`config.mk`:
```
export PLATFORM = sky130hd
export DESIGN_NAME = pc_unit_flat
export DESIGN_NICKNAME = d
export VERILOG_FILES = /design/src/rtl/pc_unit_if.sv /design/src/rtl/pc_unit.sv /design/src/flat_wrapper.sv
export SDC_FILE = /design/constraint.sdc
export NUM_CORES = 1
export LEC_CHECK = 0
export BUFFER_PORTS_ARGS = -buffer_cell sky130_fd_sc_hd__buf_2
export CORE_MARGIN = 1
export CORE_UTILIZATION = 45
export CTS_BUF_LIST = sky130_fd_sc_hd__clkbuf_2
export CTS_CLUSTER_DIAMETER = 150
export DETAILED_ROUTE_END_ITERATION = 8
export PLACE_DENSITY_LB_ADDON = 0.05
export SLEW_MARGIN = 20
export SYNTH_ARGS = -nofsm -noshare
export SYNTH_HDL_FRONTEND = slang
export SYNTH_SLANG_ARGS = --single-unit
```
`constraint.sdc`:
```
create_clock -name clk -period 2.5 [get_ports clk]
set_clock_uncertainty 0.1 [all_clocks]
set_input_delay 0.125 -clock clk [delete_from_list [all_inputs] [get_ports clk]]
set_output_delay 0.125 -clock clk [all_outputs]
set_load 0.05 [all_outputs]
```
`src/rtl/pc_unit_if.sv`:
```
// rtl/pc_unit_if.sv - PC stage bundle between control/fetch and pc_unit
// The master drives the control and fetch returns; the slave (pc_unit) drives the PC side.
interface pc_unit_if;
    logic        stall;
    logic        branchTaken;
    logic [31:0] branchTarget;
    logic        jump;
    logic [25:0] jumpIndex;
    logic        halt;
    logic [31:0] newAddr;
    logic [31:0] instrAddr;
    logic        fetchValid;
    logic        flush;
    logic        misalign;
    logic        halted;

    modport master (
        output stall, branchTaken, branchTarget, jump, jumpIndex, halt, newAddr,
        input  instrAddr, fetchValid, flush, misalign, halted
    );

    modport slave (
        input  stall, branchTaken, branchTarget, jump, jumpIndex, halt, newAddr,
        output instrAddr, fetchValid, flush, misalign, halted
    );
endinterface

```
`src/rtl/pc_unit.sv`:
```
// rtl/pc_unit.sv - program counter stage: sequential/branch/jump select, stall, halt
// Redirects take effect on instrAddr right after the edge and pulse flush for that cycle.
module pc_unit #(
    parameter logic [31:0] RESET_VEC = 32'h0000_0000,
    parameter logic [31:0] HALT_VEC  = 32'hFFFF_FFFC
) (
    input  logic        clk,
    input  logic        rst,
    pc_unit_if.slave    bus
);
    typedef enum logic [1:0] {
        ST_BOOT   = 2'd0,
        ST_RUN    = 2'd1,
        ST_HALTED = 2'd2
    } state_t;

    state_t      state_q, state_d;
    logic [31:0] pc_q, pc_d;
    logic        flush_q, flush_d;
    logic        misalign_q, misalign_d;

    always_comb begin
        state_d    = state_q;
        pc_d       = pc_q;
        flush_d    = 1'b0;
        misalign_d = misalign_q;
        case (state_q)
            ST_BOOT: begin
                state_d = ST_RUN;
            end
            ST_RUN: begin
                // misalign_q can only be set while running, so seeing it here means the
                // offending branch landed last cycle and it is time to park.
                if (misalign_q || bus.halt) begin
                    state_d = ST_HALTED;
                    pc_d    = HALT_VEC;
                    flush_d = 1'b1;
                end else if (bus.stall) begin
                    pc_d = pc_q;
                end else if (bus.jump) begin
                    pc_d    = {bus.newAddr[31:28], bus.jumpIndex, 2'b00};
                    flush_d = 1'b1;
                end else if (bus.branchTaken) begin
                    pc_d    = {bus.branchTarget[31:2], 2'b00};
                    flush_d = 1'b1;
                    if (bus.branchTarget[1:0] != 2'b00) begin
                        misalign_d = 1'b1;
                    end
                end else begin
                    pc_d = bus.newAddr;
                end
            end
            ST_HALTED: begin
                pc_d = HALT_VEC;
            end
            default: begin
                state_d = ST_BOOT;
                pc_d    = RESET_VEC;
            end
        endcase
    end

    always_ff @(posedge clk) begin
        if (rst) begin
            state_q    <= ST_BOOT;
            pc_q       <= RESET_VEC;
            flush_q    <= 1'b0;
            misalign_q <= 1'b0;
        end else begin
            state_q    <= state_d;
            pc_q       <= pc_d;
            flush_q    <= flush_d;
            misalign_q <= misalign_d;
        end
    end

    assign bus.instrAddr  = pc_q;
    assign bus.flush      = flush_q;
    assign bus.misalign   = misalign_q;
    assign bus.halted     = (state_q == ST_HALTED);
    assign bus.fetchValid = (state_q == ST_RUN) && !bus.stall;
endmodule

```
`src/flat_wrapper.sv`:
```
// flat-port wrapper written by rule: the top's interface ports become plain ports
module pc_unit_flat 
#(
    parameter logic [31:0] RESET_VEC = 32'h0000_0000,
    parameter logic [31:0] HALT_VEC  = 32'hFFFF_FFFC
)
  (clk, rst, bus_stall, bus_branchTaken, bus_branchTarget, bus_jump, bus_jumpIndex, bus_halt, bus_newAddr, bus_instrAddr, bus_fetchValid, bus_flush, bus_misalign, bus_halted);
  pc_unit_if bus_i ();
  input  logic clk;
  input  logic rst;
  input wire logic [$bits(bus_i.stall)-1:0] bus_stall;
  input wire logic [$bits(bus_i.branchTaken)-1:0] bus_branchTaken;
  input wire logic [$bits(bus_i.branchTarget)-1:0] bus_branchTarget;
  input wire logic [$bits(bus_i.jump)-1:0] bus_jump;
  input wire logic [$bits(bus_i.jumpIndex)-1:0] bus_jumpIndex;
  input wire logic [$bits(bus_i.halt)-1:0] bus_halt;
  input wire logic [$bits(bus_i.newAddr)-1:0] bus_newAddr;
  output wire logic [$bits(bus_i.instrAddr)-1:0] bus_instrAddr;
  output wire logic [$bits(bus_i.fetchValid)-1:0] bus_fetchValid;
  output wire logic [$bits(bus_i.flush)-1:0] bus_flush;
  output wire logic [$bits(bus_i.misalign)-1:0] bus_misalign;
  output wire logic [$bits(bus_i.halted)-1:0] bus_halted;
  assign bus_i.stall = bus_stall;
  assign bus_i.branchTaken = bus_branchTaken;
  assign bus_i.branchTarget = bus_branchTarget;
  assign bus_i.jump = bus_jump;
  assign bus_i.jumpIndex = bus_jumpIndex;
  assign bus_i.halt = bus_halt;
  assign bus_i.newAddr = bus_newAddr;
  assign bus_instrAddr = bus_i.instrAddr;
  assign bus_fetchValid = bus_i.fetchValid;
  assign bus_flush = bus_i.flush;
  assign bus_misalign = bus_i.misalign;
  assign bus_halted = bus_i.halted;
  pc_unit #(.RESET_VEC(RESET_VEC), .HALT_VEC(HALT_VEC)) u_core (.clk(clk), .rst(rst), .bus(bus_i));
endmodule
```
---- After elaboration in Yosys (flattened, before gate mapping) ----
Cells that the tools add are included.
operators by class
  equal/unequal tests ..................... 4
  muxes and demuxes ....................... 11
  bitwise gates (word level) .............. 6
  reductions and logical operators ........ 9
operators by type and width
  operator              count
  $mux W32              4
  $pmux W32 S3          1
  $not A1 Y1            6
  $pmux W2 S3           1
  $reduce_and A6 Y1     1
  $mux W1               4
  $reduce_and A2 Y1     2
  $ne A3 B2 Y1 const B  1
  $eq A2 B1 Y1 const B  1
  $eq A2 B2 Y1 const B  1
  $logic_not A2 Y1      1
  $mux W2               1
  $ne A2 B1 Y1 const B  1
  $reduce_bool A2 Y1    1
  $reduce_or A2 Y1      1
  $logic_and A1 B1 Y1   1
  $logic_not A1 Y1      1
  $logic_or A1 B1 Y1    1
storage, ports and cells
  register bits ........................... 36
  input bits .............................. 96
  output and inout port bits .............. 36
  word-level logic and storage cells ...... 34

---- Depth between registers and ports, before layout ----
Gate-level depths: netlist (run 1).
  depth in word-level cells ............... 5
  depth in mapped cells ................... 6
  gate-level depth less buffers ........... 5

---- Worst setup path after synthesis (run 1) ----
OpenSTA, ideal clock, no wires.
  path type ............................... reg-to-reg
  start point ............................. register u_core.state_q[0]
  end point ............................... register u_core.pc_q[6], in the netlist u_core.bus.instrAddr[6]
  arrival time ............................ 1.793 ns
  setup slack ............................. 0.469 ns
  cell stages (with the launch flop) ...... 7
  clock period less this slack ............ 2.031 ns
  cell sequence ........................... dfxtp_1 inv_1 ha_1 or3_4 buf_6 a2111oi_4 o32ai_1
between the ends
  elaborated cells between the ends (all ways) .. 7
  those cells by class .................... eq/ne (3); mux (1); bitwise (1); reduce/logical (2)
RTL lines
  element                 line                text
  start, declared         pc_unit.sv:17       state_t state_q, state_d;
  start signal, assigned  pc_unit.sv:70       state_q <= state_d;
  $eq A2 B2 Y1            --
  net bus_halted          flat_wrapper.sv:22  output wire logic [$bits(bus_i.halted)-1:0] bus_halted;
  $pmux W32 S3            pc_unit.sv:27       case (state_q)
  end signal, assigned    pc_unit.sv:71       pc_q <= pc_d;
  end, declared           pc_unit.sv:18       logic [31:0] pc_q, pc_d;
The timed path passes the listed nets, and every way through them passes these cells.
A chain may end at the register's enable or synchronous reset.

---- Worst setup path after layout (run 1) ----
  start point ............................. register u_core.state_q[0]
  end point ............................... register u_core.pc_q[27], in the netlist u_core.bus.instrAddr[27]
between the ends
  cells in the longest elaborated chain, start to end .. 3
  elaborated cells between the ends (all ways) .. 7
  those cells by class .................... eq/ne (3); mux (1); bitwise (1); reduce/logical (2)
RTL lines
  element                                                             line
  $eq A2 B1 Y1 / $logic_not A2 Y1 (equally long branches)             pc_unit.sv:27
  $ne A3 B2 Y1 (no source line) / $not A1 Y1 (equally long branches)  --
  $reduce_and A2 Y1 (no source line)                                  --
Parallel ways exist; a longest one is shown, timed or not.

==> results of run 1 <==
what timing repair did:
action / in CTS / in global routing
endpoints found under the hold margin: 33 / 0
endpoints found under the setup margin: 0 / 3
hold buffers: 53 / 0
registers in the layout, indices dropped and copies added (netlist names):
| name | count |
|---|---|
| u_core.bus.flush | 1 |
| u_core.state_q | 2 |
| u_core.bus.instrAddr | 32 |
| u_core.bus.misalign | 1 |
cell usage in the layout (no fill, tap or decap), types with 2 or more instances in the layout:
cell,n
o32ai_1,30
o21ba_2,2
and3b_1,6
o21ai_0,4
a21oi_1,3
nand4_1,3
and2_1,26
dfxtp_1,36
inv_1,33
nor2_1,4
buf_4,9
dlygate4sd3_1,53
buf_2,131
a2111oi_0,19
nor4bb_1,2
nor3b_1,26
ha_1,4
clkbuf_2,7
a2111oi_2,6
a211oi_1,4
synthesized netlist by cell type (all sizes together) (2+ instances only):
| cell | count |
|---|---|
| a2111oi | 26 |
| dfxtp | 36 |
| o21ba | 2 |
| a211oi | 4 |
| and3b | 6 |
| nor2b | 2 |
| and2 | 26 |
| clkbuf | 18 |
| nor2 | 5 |
| buf | 8 |
| nand4 | 3 |
| nor4bb | 2 |
| o32ai | 30 |
| nor3b | 26 |
| ha | 4 |
| inv | 33 |
| a21oi | 3 |
| o21ai | 4 |
metrics by stage:
stage,power (mW),utilization
2_1_floorplan,1.007,-
3_3_place_gp,1.172,0.6103
3_5_place_dp,1.179,0.6103
4_1_cts,1.514,0.7309
5_1_grt,1.596,0.7325
6_report,1.511,0.7325
worst max-delay path, delay by kind of cell, from the launching register on:
| kind | cells | cell delay (ns) |
|---|---|---|
| buffers and inverters | 2 | 0.70 |
| DFF | 1 | 0.40 |
| AOI/OAI and AO/OA | 2 | 0.30 |
| adders and majority gates | 1 | 0.27 |
| and+or+nand+nor | 1 | 0.47 |
power by group through the flow:
stage,registers (mW),clock network (mW),logic [mW]
5_1_grt,0.634,0.302,0.661
6_report,0.629,0.268,0.614
3_3_place_gp,0.639,0,0.533
4_1_cts,0.628,0.280,0.606
2_1_floorplan,0.745,0,0.261
3_5_place_dp,0.641,0,0.539
layout make-up:
type	instances	area, sq um
Clock inverter	1	3.754
Fill cell	397	1264
Sequential cell	36	720.7
Clock buffer	7	35.03
Multi-Input combinational cell	151	1239
Tap cell	67	83.83
Inverter	33	123.9
Timing Repair Buffer	193	1254
logic make-up after synthesis:
group	Yosys count	synth area share
and+or+nand+nor	75	0.2427
AOI/OAI and AO/OA	71	0.2940
buffers and inverters	59	0.1122
DFF	36	0.3282
adders and majority gates	4	0.02279
how the worst min path moves through the flow:
| stage | start | to | depth (start not counted) |
|---|---|---|---|
| final | bus_jumpIndex[24] | u_core.bus.instrAddr[26] | 4 |
| after global routing | bus_jumpIndex[24] | u_core.bus.instrAddr[26] | 4 |
| after CTS | bus_jumpIndex[24] | u_core.bus.instrAddr[26] | 4 |
| after detailed placement | bus_newAddr[29] | u_core.bus.instrAddr[29] | 3 |
| after global placement | bus_newAddr[28] | u_core.bus.instrAddr[28] | 3 |
| after floorplan | bus_newAddr[6] | u_core.bus.instrAddr[6] | 2 |
layer usage:
metal,up-vias,GRT usage
met4,0,0.1133
met5,-,0
met2,113,0.4811
li1,1271,-
met1,1201,0.3243
met3,16,0.05626
==> summary.md, run 1 <==
| Metric | Value |
|---|---|
| Status | completed |
| P_sw | 0.5701 mW |
| DP Area | 2883 sq um |
| Worst hold margin | 0.02782 ns |
| Port buffer count | 131 |
| All-layer global routing usage | 0.2739 |
| DR top layer | met4 |
| Crit-path slowest cell | dlygate4sd3_1 |
| Ranking of synthesized cells by area | dfxtp_1, o32ai_1, nor3b_1, a2111oi_0, and2_1 |
| Fraction of registers with async set/reset | 0 |
| Synthesis Warnings | 0 |
| Synth top area share | 0.3282 |
| WL/cell | 14.52 um |
| Area Growth Syn to Fin | 57.55% |
| Fmax | 428.9 MHz |
| Clock transition at path regs | 0.18 ns |
| Critical path fanouts, max | 15 |
| Vias in the first global route | 2545 |
| Initial antenna violation count | 0 |
| Worst setup margin | 0.1685 ns |
| Synth Register Bits | 36 |
| Share of cells above drive strength 1 | 0.3848 |
| Root Driver | clkbuf_2 |
| Detailed route wirelength on metal2 | 3465 um |
| Clock sinks | 36 |
| Reg-to-reg critical path endpoint | u_core.bus.instrAddr[27] |
| CTS tree | built |
| Unrepaired setup endpoints after global routing | false |
| Met3 routed WL | 427 um |
| Diodes inserted | 0 |
| Hold Path Class | input pin to flop |
| Post-synthesis sequential area ratio | 0.3282 |
| Syn Inst Count | 245 |
| Placer congestion estimate | 0.8186 |
| DP Cell Count | 426 |
| Antenna-violating nets left | 0 |
| Post-synth top area cell | dfxtp_1 |
| Switching part of the total | 0.3774 |
| Drt first pass iters | 4 |
| Die ar. | 5163 sq um |
| Clock power frac | 0.178 |
| Maxcap violations | 0 |
| First-pass GRT wire length | 11120 um |
| Gates resized, CTS repair | 0 |
| GRT Residual Overflow | 0 |
| # setup viols final | 0 |
| Row cnt | 25 |
| Mean Syn Cell Area | 8.963 sq um |
| R2R depth | 6 |
| Place WS | 0.5115 ns |
| Min Tclk post-route | 2.331 ns |
| Syn_nets | 345 |
| Slowest cell delay on critical path | 0.61 ns |
| IO Count | 132 |
| Final std cell area, no fill | 3460 sq um |
| RR Startpoint | u_core.state_q[0] |
| Cts bufs inserted | 5 |
| Max Slew Vio Count | 0 |
| Flop2flop setup slack | 0.17 ns |
| Largest net degree at the start of global routing | 36 |
| Pint | 0.9405 mW |
| Power share of the combinational group | 0.406 |
| # Post-CTS Setup Buffers | 0 |
| H-Tree Depth | 2 |
| Post-synth EDFFs | 0 |
| Critical path startpoint category | flop |
| Actual slew at the worst max-slew pin | 0.4643 ns |
| Crit. Startpoint | u_core.state_q[0] |
| Vias per inst | 5.330 |
| Fin. Hold Viols | 0 |
| Via count | 2601 |
| Clk buf depth | 2 |
| CP Class | flop to flop |
| Nets | 520 |
| M1 wire length | 3044 um |
| Final HPWL DP | 4295 um |
| Violation count after the first detailed-route iteration | 135 |
| Die Wd | 71.86 um |
| # DRC | 0 |
| Crit path to | u_core.bus.instrAddr[27] |
| Final std cells w/o fill | 488 |
| Die Y | 71.86 um |
| Leakage | 1.496 nW |
| CP arrival | 2.51 ns |
| Max IR drop VDD | 0.0002846 V |
| Cell Chain, Critical Path | inv_1 > ha_1 > or3_4 > a2111oi_2 > dlygate4sd3_1 > o32ai_1 |
| Headroom to the max-slew limit | 0.6905 |
| Pwr Density | 436.7 nW/um^2 |
| Initial Util | 0.4649 |
| Core outline area | 4723 sq um |
| Setup Total Neg Slack | 0 ns |
| Mapped Area | 2196 sq um |
| Skew-Pair Late Insertion Delay | 0.38 ns |
| Tcrit/Tclk final | 0.9326 |
| Ys flop type | dfxtp_1 |
| Worst setup EP type | flop |
| Total Routed Length | 7087 um |
| Sequential Power Share | 0.416 |
| Distinct cells, synth | 30 |
| Worst endpoint required time | 2.68 ns |
(Power assumes the default switching activity.)
==> inputs of run 2 (changes only) <==
Settings changed: ABC_AREA from default to 1, CORE_UTILIZATION 45 to 48.
==> run 2 against run 1 <==
Via count up 9.2%; worst hold slack worse by 0.012 ns; register-to-register slack better by 0.09 ns; critical path depth up 3; utilization down 9.1 points; first-iteration DRC count down 22%; count of clock-buffer cells in the layout unchanged; total power up 65%; cell count up 27%; critical endpoint is now u_core.bus.instrAddr[31]; largest power group is now combinational cells; highest routed layer unchanged.
==> summary.md, run 2 <==
| Metric | Value |
|---|---|
| Status | completed |
| Antenna-violating nets left | 0 |
| Ranking of synthesized cells by area | nand2_1, dfxtp_1, a21oi_2, nand2_2, inv_1 |
| Slowest cell delay on critical path | 0.57 ns |
| Clock sinks | 36 |
| Die Y | 75.76 um |
| Post-synth EDFFs | 0 |
| Synthesis Warnings | 0 |
| Via count | 2841 |
| CP Class | flop to flop |
| Pwr Density | 753.8 nW/um^2 |
| Die ar. | 5739 sq um |
| Core outline area | 5172 sq um |
| Most common cell after layout, fill and taps aside | nand2_1 |
| Post-synthesis sequential area ratio | 0.2760 |
| Cell Chain, Critical Path | inv_1 > ha_1 > inv_1 > nand2_4 > inv_1 > nand3_1 > dlygate4sd3_1 > nand2_2 > a21oi_2 |
| Most frequent cells after synthesis | nand2_1, inv_1, dfxtp_1, nand2_2, nor2_1 |
| Max reg flops | 32 |
| Port buffer count | 131 |
| Synth Register Bits | 36 |
| Mean Syn Cell Area | 6.217 sq um |
| Final std cell area, no fill | 3316 sq um |
| Most frequent cells in the layout | nand2_1, buf_2, inv_1, dfxtp_1, nor2_1 |
| Synth top area share | 0.2904 |
| # DRC | 0 |
| Share of cells above drive strength 1 | 0.3862 |
| Max Slew Vio Count | 0 |
| Mapped Area | 2611 sq um |
| Worst endpoint required time | 2.67 ns |
| Syn_nets | 520 |
| Vias in the first global route | 2406 |
| Headroom to the max-slew limit | 0.5806 |
| Leakage | 1.901 nW |
| Min Tclk post-route | 2.239 ns |
| Root Driver | clkbuf_2 |
| Tcrit/Tclk final | 0.8957 |
| Clock transition at path regs | 0.18 ns |
| Multi-input logic area | 1549 sq um |
| Power consumption | 2.499 mW |
| Post-synth top area cell | nand2_1 |
| Critical path startpoint category | flop |
| Count leader, synth | nand2_1 |
| DP Area | 3192 sq um |
| Fraction of registers with async set/reset | 0 |
| Initial antenna violation count | 0 |
| GRT Residual Overflow | 0 |
| CP most frequent cell | inv_1 |
| Clk buf depth | 2 |
| # fillers | 501 |
| Die Wd | 75.76 um |
| Ys flop type | dfxtp_1 |
| Critical path fanouts, max | 27 |
| Initial Util | 0.5048 |
| First-pass GRT wire length | 10410 um |
| Syn Inst Count | 420 |
| All-layer global routing usage | 0.2398 |
| Total Routed Length | 6989 um |
| Vias per inst | 4.590 |
| Row cnt | 26 |
| Violation count after the first detailed-route iteration | 105 |
| Distinct cells, synth | 24 |
| IO Count | 132 |
| Cts bufs inserted | 5 |
| Unrepaired setup endpoints after global routing | false |
| Maxcap violations | 0 |
| Area Growth Syn to Fin | 26.98% |
| Reg area | 720.7 sq um |
| Diodes inserted | 0 |
| Fin. Hold Viols | 0 |
| H-Tree Depth | 2 |
| # Post-CTS Setup Buffers | 0 |
| CP arrival | 2.41 ns |
| Placer congestion estimate | 0.7771 |
| Setup Total Neg Slack | 0 ns |
| WL/cell | 11.29 um |
| Max IR drop VDD | 0.0004762 V |
| CTS tree | built |
| Fmax | 446.6 MHz |
| Crit-path slowest cell | dlygate4sd3_1 |
| Actual slew at the worst max-slew pin | 0.6290 ns |
| Largest net degree at the start of global routing | 35 |
| Nets | 648 |
| Final core utilization | 0.6410 |
| Worst setup EP type | flop |
| Skew-Pair Late Insertion Delay | 0.38 ns |
| Final HPWL DP | 4844 um |
| # setup viols final | 0 |
| Hold Path Class | input pin to flop |
| Drt first pass iters | 4 |
[run 2: area by class of cell]
| class | count | area share |
|---|---|---|
| Multi-Input combinational cell | 321 | 0.4672 |
| Timing Repair Buffer | 143 | 0.2309 |
| Sequential cell | 36 | 0.2174 |
| Inverter | 41 | 0.04642 |
| Tap cell | 70 | 0.02642 |
| Clock buffer | 7 | 0.01057 |
| Clock inverter | 1 | 0.001132 |
[run 2: power by group]
part / total, mW / leakage [nW] / switching (mW) / internal [mW]
combinational: 1.48 / 1.58 / 1.08 / 0.405
clock: 0.265 / 0.0306 / 0.190 / 0.0749
sequential: 0.754 / 0.292 / 0.0622 / 0.691
total: 2.50 / 1.90 / 1.33 / 1.17
[run 2: critical path: cells and delay by family, from the launching register on]
family | cells | cell delay, ns
buf+inv | 4 | 1.00
flops | 1 | 0.38
simple gates | 3 | 0.37
fa+ha+maj | 1 | 0.23
compound gates | 1 | 0.04
[run 2: worst paths after layout]
check | slack, ns | to | depth (start not counted) | from
max | 0.26 | u_core.bus.instrAddr[31] | 9 | u_core.state_q[0]
min | 0.02 | u_core.bus.instrAddr[28] | 5 | bus_branchTarget[28]
max reg2reg | 0.26 | u_core.bus.instrAddr[31] | 9 | u_core.state_q[0]
min reg2reg | 0.39 | u_core.bus.instrAddr[2] | 2 | u_core.bus.instrAddr[2]
[run 2: stage by stage]
stage	cells	hold slack (ns)	setup slack [ns]
after floorplan	420	0.1902	0.6541
after global routing	619	0.004120	0.1228
after CTS	618	0.001560	0.1226
after detailed placement	603	0.3105	0.5007
final	619	0.01573	0.2608
after global placement	603	0.3055	0.5956
[run 2: kinds of logic (layout without fill, tap and decap cells)]
family | Yosys count | count (layout) | synth area share
AND/OR/NAND/NOR | 279 | 279 | 0.4552
flip-flops | 36 | 36 | 0.2760
adder cells (fa/ha/maj) | 4 | 4 | 0.01917
buffers and inverters | 63 | 192 | 0.1327
AO/OA/AOI/OAI | 38 | 38 | 0.1169
[run 2: metal layers]
layer	vias to the layer above	wire length, um	part of all wire	global-route usage
met5	-	0	0	0
met4	0	126	0.018	0.09465
met3	15	418	0.060	0.04894
met2	104	3490	0.50	0.4297
met1	1211	2953	0.42	0.2781
li1	1511	-	-	-
[run 2: repair_timing]
action,4_1_cts,5_1_grt
gates resized for setup,0,1
endpoints found under the setup margin,0,1
endpoints found under the hold margin,5,1
hold buffers,7,1
